**src/rtl/backend_config_sequencer.sv**
```systemverilog
// Backend configuration sequencer: host shadow bank, config streaming into the
// backend cycle controller, then timed RUN/GAP frames until the repeat count is met.
//
// state | meaning
// ------+---------------------------------------------------------------
// IDLE  | waiting for start; host may write the shadow bank
// LOAD  | streaming one shadow word per cycle to the backend
// RUN   | timer_enable high, waiting for update_cycle_complete
// GAP   | timer_enable low so the backend timers clear between frames
module backend_config_sequencer #(
    parameter int NUM_CFG_REGS   = 10,
    parameter int MIN_RUN_CYCLES = 2,
    parameter int GAP_CYCLES     = 2
) (
    input  logic        clock,
    input  logic        reset,
    input  logic        host_we,
    input  logic [3:0]  host_addr,
    input  logic [15:0] host_wdata,
    input  logic        start,
    input  logic        abort,
    input  logic        update_cycle_complete,
    output logic        write_config_n,
    output logic [5:0]  config_address,
    output logic [15:0] config_data,
    output logic        timer_enable,
    output logic        busy,
    output logic        frame_done,
    output logic [15:0] frames_done,
    output logic        write_err
);

    localparam int IDX_W = $clog2(NUM_CFG_REGS + 1);
    localparam int RUN_W = (MIN_RUN_CYCLES < 1) ? 1 : $clog2(MIN_RUN_CYCLES + 1);
    localparam int GAP_W = (GAP_CYCLES < 2) ? 1 : $clog2(GAP_CYCLES);

    localparam logic [IDX_W-1:0] LOAD_END = IDX_W'(NUM_CFG_REGS);
    localparam logic [RUN_W-1:0] RUN_MIN  = RUN_W'(MIN_RUN_CYCLES);
    localparam logic [GAP_W-1:0] GAP_LOAD = GAP_W'(GAP_CYCLES - 1);
    localparam logic [3:0]       RPT_ADDR = 4'(NUM_CFG_REGS);

    typedef enum logic [1:0] {
        ST_IDLE,
        ST_LOAD,
        ST_RUN,
        ST_GAP
    } state_t;

    state_t           state;
    logic [IDX_W-1:0] load_idx;
    logic [RUN_W-1:0] run_cnt;
    logic [GAP_W-1:0] gap_cnt;
    logic [15:0]      shadow [NUM_CFG_REGS + 1];
    logic [15:0]      repeat_count;
    logic             run_exit;

    assign repeat_count = shadow[NUM_CFG_REGS];
    assign busy         = (state != ST_IDLE);
    // run_cnt saturates at the minimum, so >= reduces to equality
    assign run_exit     = update_cycle_complete && (run_cnt == RUN_MIN);

    always_ff @(posedge clock) begin
        if (reset) begin
            state          <= ST_IDLE;
            load_idx       <= '0;
            run_cnt        <= '0;
            gap_cnt        <= '0;
            write_config_n <= 1'b1;
            config_address <= '0;
            config_data    <= '0;
            timer_enable   <= 1'b0;
            frame_done     <= 1'b0;
            frames_done    <= '0;
            write_err      <= 1'b0;
            for (int i = 0; i <= NUM_CFG_REGS; i++) begin
                shadow[i] <= '0;
            end
        end else begin
            frame_done <= 1'b0;
            write_err  <= host_we && (state != ST_IDLE);

            if (host_we && (state == ST_IDLE) && (host_addr <= RPT_ADDR)) begin
                shadow[host_addr] <= host_wdata;
            end

            if (abort) begin
                state          <= ST_IDLE;
                write_config_n <= 1'b1;
                config_address <= '0;
                config_data    <= '0;
                timer_enable   <= 1'b0;
            end else begin
                case (state)
                    ST_IDLE: begin
                        if (start) begin
                            state          <= ST_LOAD;
                            write_config_n <= 1'b0;
                            config_address <= '0;
                            config_data    <= shadow[0];
                            load_idx       <= IDX_W'(1);
                            frames_done    <= '0;
                        end
                    end
                    ST_LOAD: begin
                        // load_idx is the next word to present, not the one on the bus
                        if (load_idx == LOAD_END) begin
                            state          <= ST_RUN;
                            write_config_n <= 1'b1;
                            config_address <= '0;
                            config_data    <= '0;
                            timer_enable   <= 1'b1;
                            run_cnt        <= '0;
                        end else begin
                            write_config_n <= 1'b0;
                            config_address <= 6'(load_idx);
                            config_data    <= shadow[load_idx];
                            load_idx       <= load_idx + 1'b1;
                        end
                    end
                    ST_RUN: begin
                        if (run_exit) begin
                            state        <= ST_GAP;
                            timer_enable <= 1'b0;
                            frame_done   <= 1'b1;
                            gap_cnt      <= GAP_LOAD;
                            if (frames_done != 16'hFFFF) begin
                                frames_done <= frames_done + 16'd1;
                            end
                        end else if (run_cnt != RUN_MIN) begin
                            run_cnt <= run_cnt + 1'b1;
                        end
                    end
                    ST_GAP: begin
                        if (gap_cnt != '0) begin
                            gap_cnt <= gap_cnt - 1'b1;
                        end else if ((repeat_count == 16'd0) || (frames_done < repeat_count)) begin
                            state        <= ST_RUN;
                            timer_enable <= 1'b1;
                            run_cnt      <= '0;
                        end else begin
                            state <= ST_IDLE;
                        end
                    end
                    default: state <= ST_IDLE;
                endcase
            end
        end
    end

endmodule

```
**config.mk**
```make
export PLATFORM = sky130hd
export DESIGN_NAME = backend_config_sequencer
export DESIGN_NICKNAME = d
export VERILOG_FILES = /design/src/rtl/backend_config_sequencer.sv
export SDC_FILE = /design/constraint.sdc
export NUM_CORES = 1
export LEC_CHECK = 0
export ABC_AREA = 1
export CAP_MARGIN = 10
export CORE_ASPECT_RATIO = 2
export CORE_MARGIN = 2
export CORE_UTILIZATION = 57
export DETAILED_ROUTE_END_ITERATION = 10
export DONT_BUFFER_PORTS = 1
export GPL_TIMING_DRIVEN = 0
export PLACE_DENSITY = 0.75
export SLEW_MARGIN = 25
export SYNTH_ARGS = -nofsm -noshare
export SYNTH_HDL_FRONTEND = slang
export SYNTH_SLANG_ARGS = --single-unit
```
**constraint.sdc**
```tcl
create_clock -name clock -period 2.25 [get_ports clock]
set_input_delay 0.45 -clock clock [delete_from_list [all_inputs] [get_ports clock]]
set_output_delay 0.45 -clock clock [all_outputs]
set_load 0.01 [all_outputs]
```
### Word level (Yosys, flattened, before mapping)

Memory sizes are Yosys's and may differ from the RTL's. A register that Yosys moved wholly into a read port is not among the register bits.
Index checks and enable logic that the tools add are counted.

| storage, ports and cells | value |
|---|---|
| logic and storage cells | 105 |
| memories kept | 1 |
| flip-flop bits (word level) | 51 |
| RAM bits | 176 |

Memory list:

| memory | depth | width | read ports | clocked after memory_dff | write ports | line | source |
|---|---|---|---|---|---|---|---|
| shadow | 11 | 16 | 3 | 1 | 11 | 53 | `logic [15:0] shadow [NUM_CFG_REGS + 1];` |

| operators by class | value |
|---|---|
| reduce and logical (&&, ||, !) cells | 22 |
| bitwise operators | 2 |
| eq/ne operators | 16 |
| add/subtract/negate cells | 4 |
| muxes and demuxes | 47 |
| magnitude comparators | 2 |

Operator list:

| kind | number |
|---|---|
| 2-to-1 mux 16 bit | 6 |
| one-hot mux 16 bit (2 select lines) | 2 |
| 2-to-1 mux 4 bit | 6 |
| 2-to-1 mux 2 bit | 10 |
| != test 2 bit (second input constant) | 10 |
| adder 16 x 1 -> 16 bit (second input constant) | 1 |
| logical NOT 16 bit | 1 |
| < comparator 16 bit | 1 |
| != test 16 bit (second input constant) | 1 |
| OR reduction 16 bit | 1 |
| 2-to-1 mux 1 bit | 15 |
| one-hot mux 6 bit (2 select lines) | 1 |
| AND reduction 5 bit | 2 |
| one-hot mux 2 bit (4 select lines) | 1 |
| one-hot mux 4 bit (2 select lines) | 1 |
| AND reduction 4 bit | 2 |
| nonzero test 2 bit | 4 |
| AND reduction 7 bit | 1 |
| equality test 2 bit (second input constant) | 3 |
| 2-to-1 mux 6 bit | 1 |
| one-hot mux 2 bit (3 select lines) | 1 |
| adder 4 x 1 -> 4 bit (second input constant) | 1 |
| equality test 4 bit (second input constant) | 1 |
| <= comparator 4 bit (second input constant) | 1 |
| 14 further kinds | 19 |

### Logic depth before layout (Yosys ltp)

| depth | value |
|---|---|
| word-level depth | 8 |
| gate-level depth with buffers | 14 |
| mapped depth without buffers | 14 |

### Worst setup path before layout

No wires, ideal clock.

| timing path | value |
|---|---|
| path type | in2reg |
| start | input host_addr[1] |
| end | memory shadow[0][0] (enable) |
| required time | 1.878 ns |
| stages on the path | 11 |
| buffers on the path | 1 |
| arrival time | 2.019 ns |
| slack | -0.141 ns |
| cells stage by stage | nand2_1 -> inv_2 -> o21ai_1 -> nand2_2 -> nor2_8 -> inv_2 -> or2_4 -> nor2_8 -> nand2_2 -> buf_2 -> nand2_1 |

RTL lines:

| what | line | source |
|---|---|---|
| from (decl) | 18 | `input logic [3:0] host_addr,` |
| to (decl) | 53 |  |

==> load_flow_metrics.sql <==
INSERT INTO impl_metrics (metric_group, metric, value, unit) VALUES
('power_and_ir_drop', 'netSwitchingFraction', '0.257', ''),
('run_status', 'violations', 'setup timing', ''),
('placement', 'dp.final_hpwl', '31.9', 'mm'),
('clock_network', 'clkSinkCount', '309', ''),
('placement', 'port_buf_inserts', '0', ''),
('global_routing', 'initial_antenna_violation_count', '0', ''),
('worst_setup_path', 'worstSetupStartpoint', 'state[1]', ''),
('floorplan', 'core_region_area', '23700', 'um2'),
('power_and_ir_drop', 'ir_worst_vdd', '0.606', 'mV'),
('run_status', 'outcome', 'complete, but fails checks', ''),
('sta', 'final_hold_viol_count', '0', ''),
('hold_path', 'hp-class', 'input port to flip-flop', ''),
('sta', 'slew-limit-headroom', '0.206', ''),
('worst_setup_path', 'cp_cell_sequence', 'inv_2 > nand2_4 > nor2_4 > nand2_2 > nor2_8 > inv_2 > or2_4 > nor2_8 > nand2_4 > buf_8 > nand2_8', ''),
('sta', 'finalClockSkew', '21.5', 'ps'),
('clock_network', 'clk_pin_slew', '70', 'ps'),
('logic_synthesis', 'ys_ff_latch', '309', ''),
('detailed_routing', 'drcViolationCount', '0', ''),
('worst_setup_path', 'regToRegEndpoint', 'shadow[2][3]', ''),
('sta', 'period_minus_ws_final', '2280', 'ps'),
('sta', 'share_of_the_clock_period_used_by_the_worst_path_after_layout', '1.01', ''),
('power_and_ir_drop', 'seq_power_share', '0.530', ''),
('detailed_routing', 'post_drt_wl_per_cell', '25.0', 'um'),
('detailed_routing', 'iteration_0_drc_count_of_the_detailed_router', '1226', ''),
('clock_network', 'cts_buffers', '27', ''),
('global_routing', 'global_route.usage.total', '0.353', ''),
('power_and_ir_drop', 'power_switching', '3160', 'uW'),
('floorplan', 'die_w', '113', 'um'),
('placement', 'routabilityCongestion', '1.02', ''),
('worst_setup_path', 'path_delay_family', 'simple AND/OR/NAND/NOR gates', ''),
('cells_and_area', 'antennaDiodeCount', '0', ''),
('logic_synthesis', 'synth_cells', '1363', ''),
('cells_and_area', 'commonest_non_fill_non_tap_cells_in_the_layout', '303 x nor2_1, 240 x edfxtp_1, 169 x o21ai_0, 106 x nand2_1, 82 x conb_1', ''),
('sta', 'fin_ws', '-30.5', 'ps'),
('floorplan', 'dieArea', '25200', 'um2'),
('cells_and_area', 'final_core_utilization', '0.665', ''),
('worst_setup_path', 'timing.critical_path.buf_inv', '3', ''),
('floorplan', 'floorplan.rows', '80', ''),
('floorplan', 'initial_core_util', '0.574', ''),
('detailed_routing', 'drtPass1Iterations', '6', ''),
('detailed_routing', 'drt-vias-per-instance', '6.28', ''),
('power_and_ir_drop', 'share_comb_of_total_power', '0.106', ''),
('power_and_ir_drop', 'pwr-share-clk', '0.364', ''),
('worst_setup_path', 'critPathArrivalTime', '2540', 'ps'),
('logic_synthesis', 'predominant_post_synthesis_flop_cell', 'edfxtp_1', ''),
('sta', 'fin_setup_tns', '-235', 'ps'),
('logic_synthesis', 'async_reset_ff_frac', '0', ''),
('logic_synthesis', 'seq_area_frac_synth', '0.630', ''),
('power_and_ir_drop', 'p_per_area', '777', 'nW/um2'),
('worst_setup_path', 'worst_setup_path_start_kind', 'flip-flop', ''),
('cells_and_area', 'post_route_cells_drive_above_1_share', '0.123', ''),
('sta', 'setup_violations', '16', ''),
('logic_synthesis', 'synthesis.area', '13600', 'um2'),
('worst_setup_path', 'slowest_delay', '360', 'ps'),
('clock_network', 'cts_max_level', '1', ''),
('detailed_routing', 'drt_wl_total', '44.9', 'mm'),
('worst_setup_path', 'crit_path_max_fanout', '11', ''),
('power_and_ir_drop', 'p_int', '9110', 'uW'),
('logic_synthesis', 'yosysWarnings', '0', ''),
('worst_setup_path', 'worst_r2r_path_depth', '11', ''),
('cells_and_area', 'layout_commonest_cell', 'nor2_1', ''),
('power_and_ir_drop', 'power.static_leakage', '0.00588', 'uW'),
('logic_synthesis', 'edff_count_synth', '240', ''),
('cells_and_area', 'instances_no_fill', '1797', ''),
('worst_setup_path', 'timing_worst_setup_path_type', 'flip-flop to flip-flop', ''),
('hold_path', 'depth_of_the_worst_hold_timing_path', '2', ''),
('clock_network', 'tritoncts', 'yes', ''),
('global_routing', 'globalRoute.totalOverflow', '0', ''),
('placement', 'post-place-cells', '1731', ''),
('floorplan', 'design.portCount', '69', ''),
('placement', 'pre_cts_setup_slack', '-798', 'ps');
[cell usage after synthesis (19+ instances only)]
master	instances	share of area
o21ai_0	182	0.067
nor2_1	306	0.084
dfxtp_1	69	0.10
o22ai_1	21	0.0096
a21oi_1	83	0.030
ha_1	19	0.017
nand2_1	117	0.032
o211ai_1	26	0.014
clkbuf_1	61	0.017
edfxtp_1	240	0.53
buf_2	20	0.0073
inv_1	70	0.019
nand3_1	39	0.014
[logic make-up after synthesis]
kind of cell | after synthesis | share of synthesized area
AND/OR/NAND/NOR | 509 | 0.154
AO/OA/AOI/OAI | 349 | 0.143
flip-flops | 309 | 0.630
buffers and inverters | 168 | 0.0503
adder cells (fa/ha/maj) | 19 | 0.0174
XOR/XNOR | 8 | 0.00514
other | 1 | 0.000275
[metal layers]
metal  GRT usage  share of wire  vias to the layer above
met1       0.372           0.31                     5368
met5           0              0                        -
met2       0.608           0.50                      742
li1            -              -                     4945
met3      0.0584          0.085                      239
met4       0.290           0.11                        0
[cell type report]
class | count | area, um2
repair buffers | 14 | 163
inverters | 77 | 298
fillers | 1927 | 7940
well taps | 287 | 359
multi-input cells | 972 | 5040
plain buffers | 90 | 520
clock buffers | 36 | 719
flip-flops and latches | 309 | 8590
clock inverters | 12 | 88.8
[what timing repair did]
item	CTS	global route
hold buffers	1	0
setup buffers	3	9
pin swaps	2	4
cloned	4	2
gates resized for setup	112	53
endpoints found under the hold margin	1	0
setup endpoints to repair	360	178
[stage by stage]
stage               hold WS [ps]  cell area (um2)
floorplan                    436            13900
global placement             451            14300
detailed placement           472            14300
CTS                         24.2            15500
global route                39.7            15800
finish                      25.8            15800
[how the worst max path moves through the flow]
stage                              end  slack, ps  cells after the start
final                     shadow[2][3]        -30                     11
after global routing      shadow[2][3]        -80                     11
after CTS                 shadow[2][1]        -10                     11
after detailed placement  shadow[5][7]       -800                     10
after global placement    shadow[8][5]       -770                     10
after floorplan           shadow[5][0]        -90                     10
[worst reg2reg max path, stage by stage (launching register included)]
cell     delay [ps]
dfxtp_1         360
inv_2           110
nand2_4          90
nor2_4          110
nand2_2         100
nor2_8          140
inv_2            70
or2_4           280
nor2_8          220
nand2_4         160
buf_8           210
nand2_8         120
[power groups by stage]
stage          combinational, uW  clock [uW]  sequential, uW
2_1_floorplan                699           0            6590
3_3_place_gp                1080           0            6620
3_5_place_dp                1110           0            6630
4_1_cts                     1210        4460            6500
5_1_grt                     1380        4660            6520
6_report                    1300        4470            6500
[flip-flops by register name, summed over array words and instances, names as in the netlist, named ones only]
register and cells:
load_idx 4, shadow 256, frames_done 16, run_cnt 2
frame_done 1, gap_cnt 1, state 2, write_config_n 1
timer_enable 1, write_err 1, config_address 4, config_data 16
(Power assumes the default switching activity.)
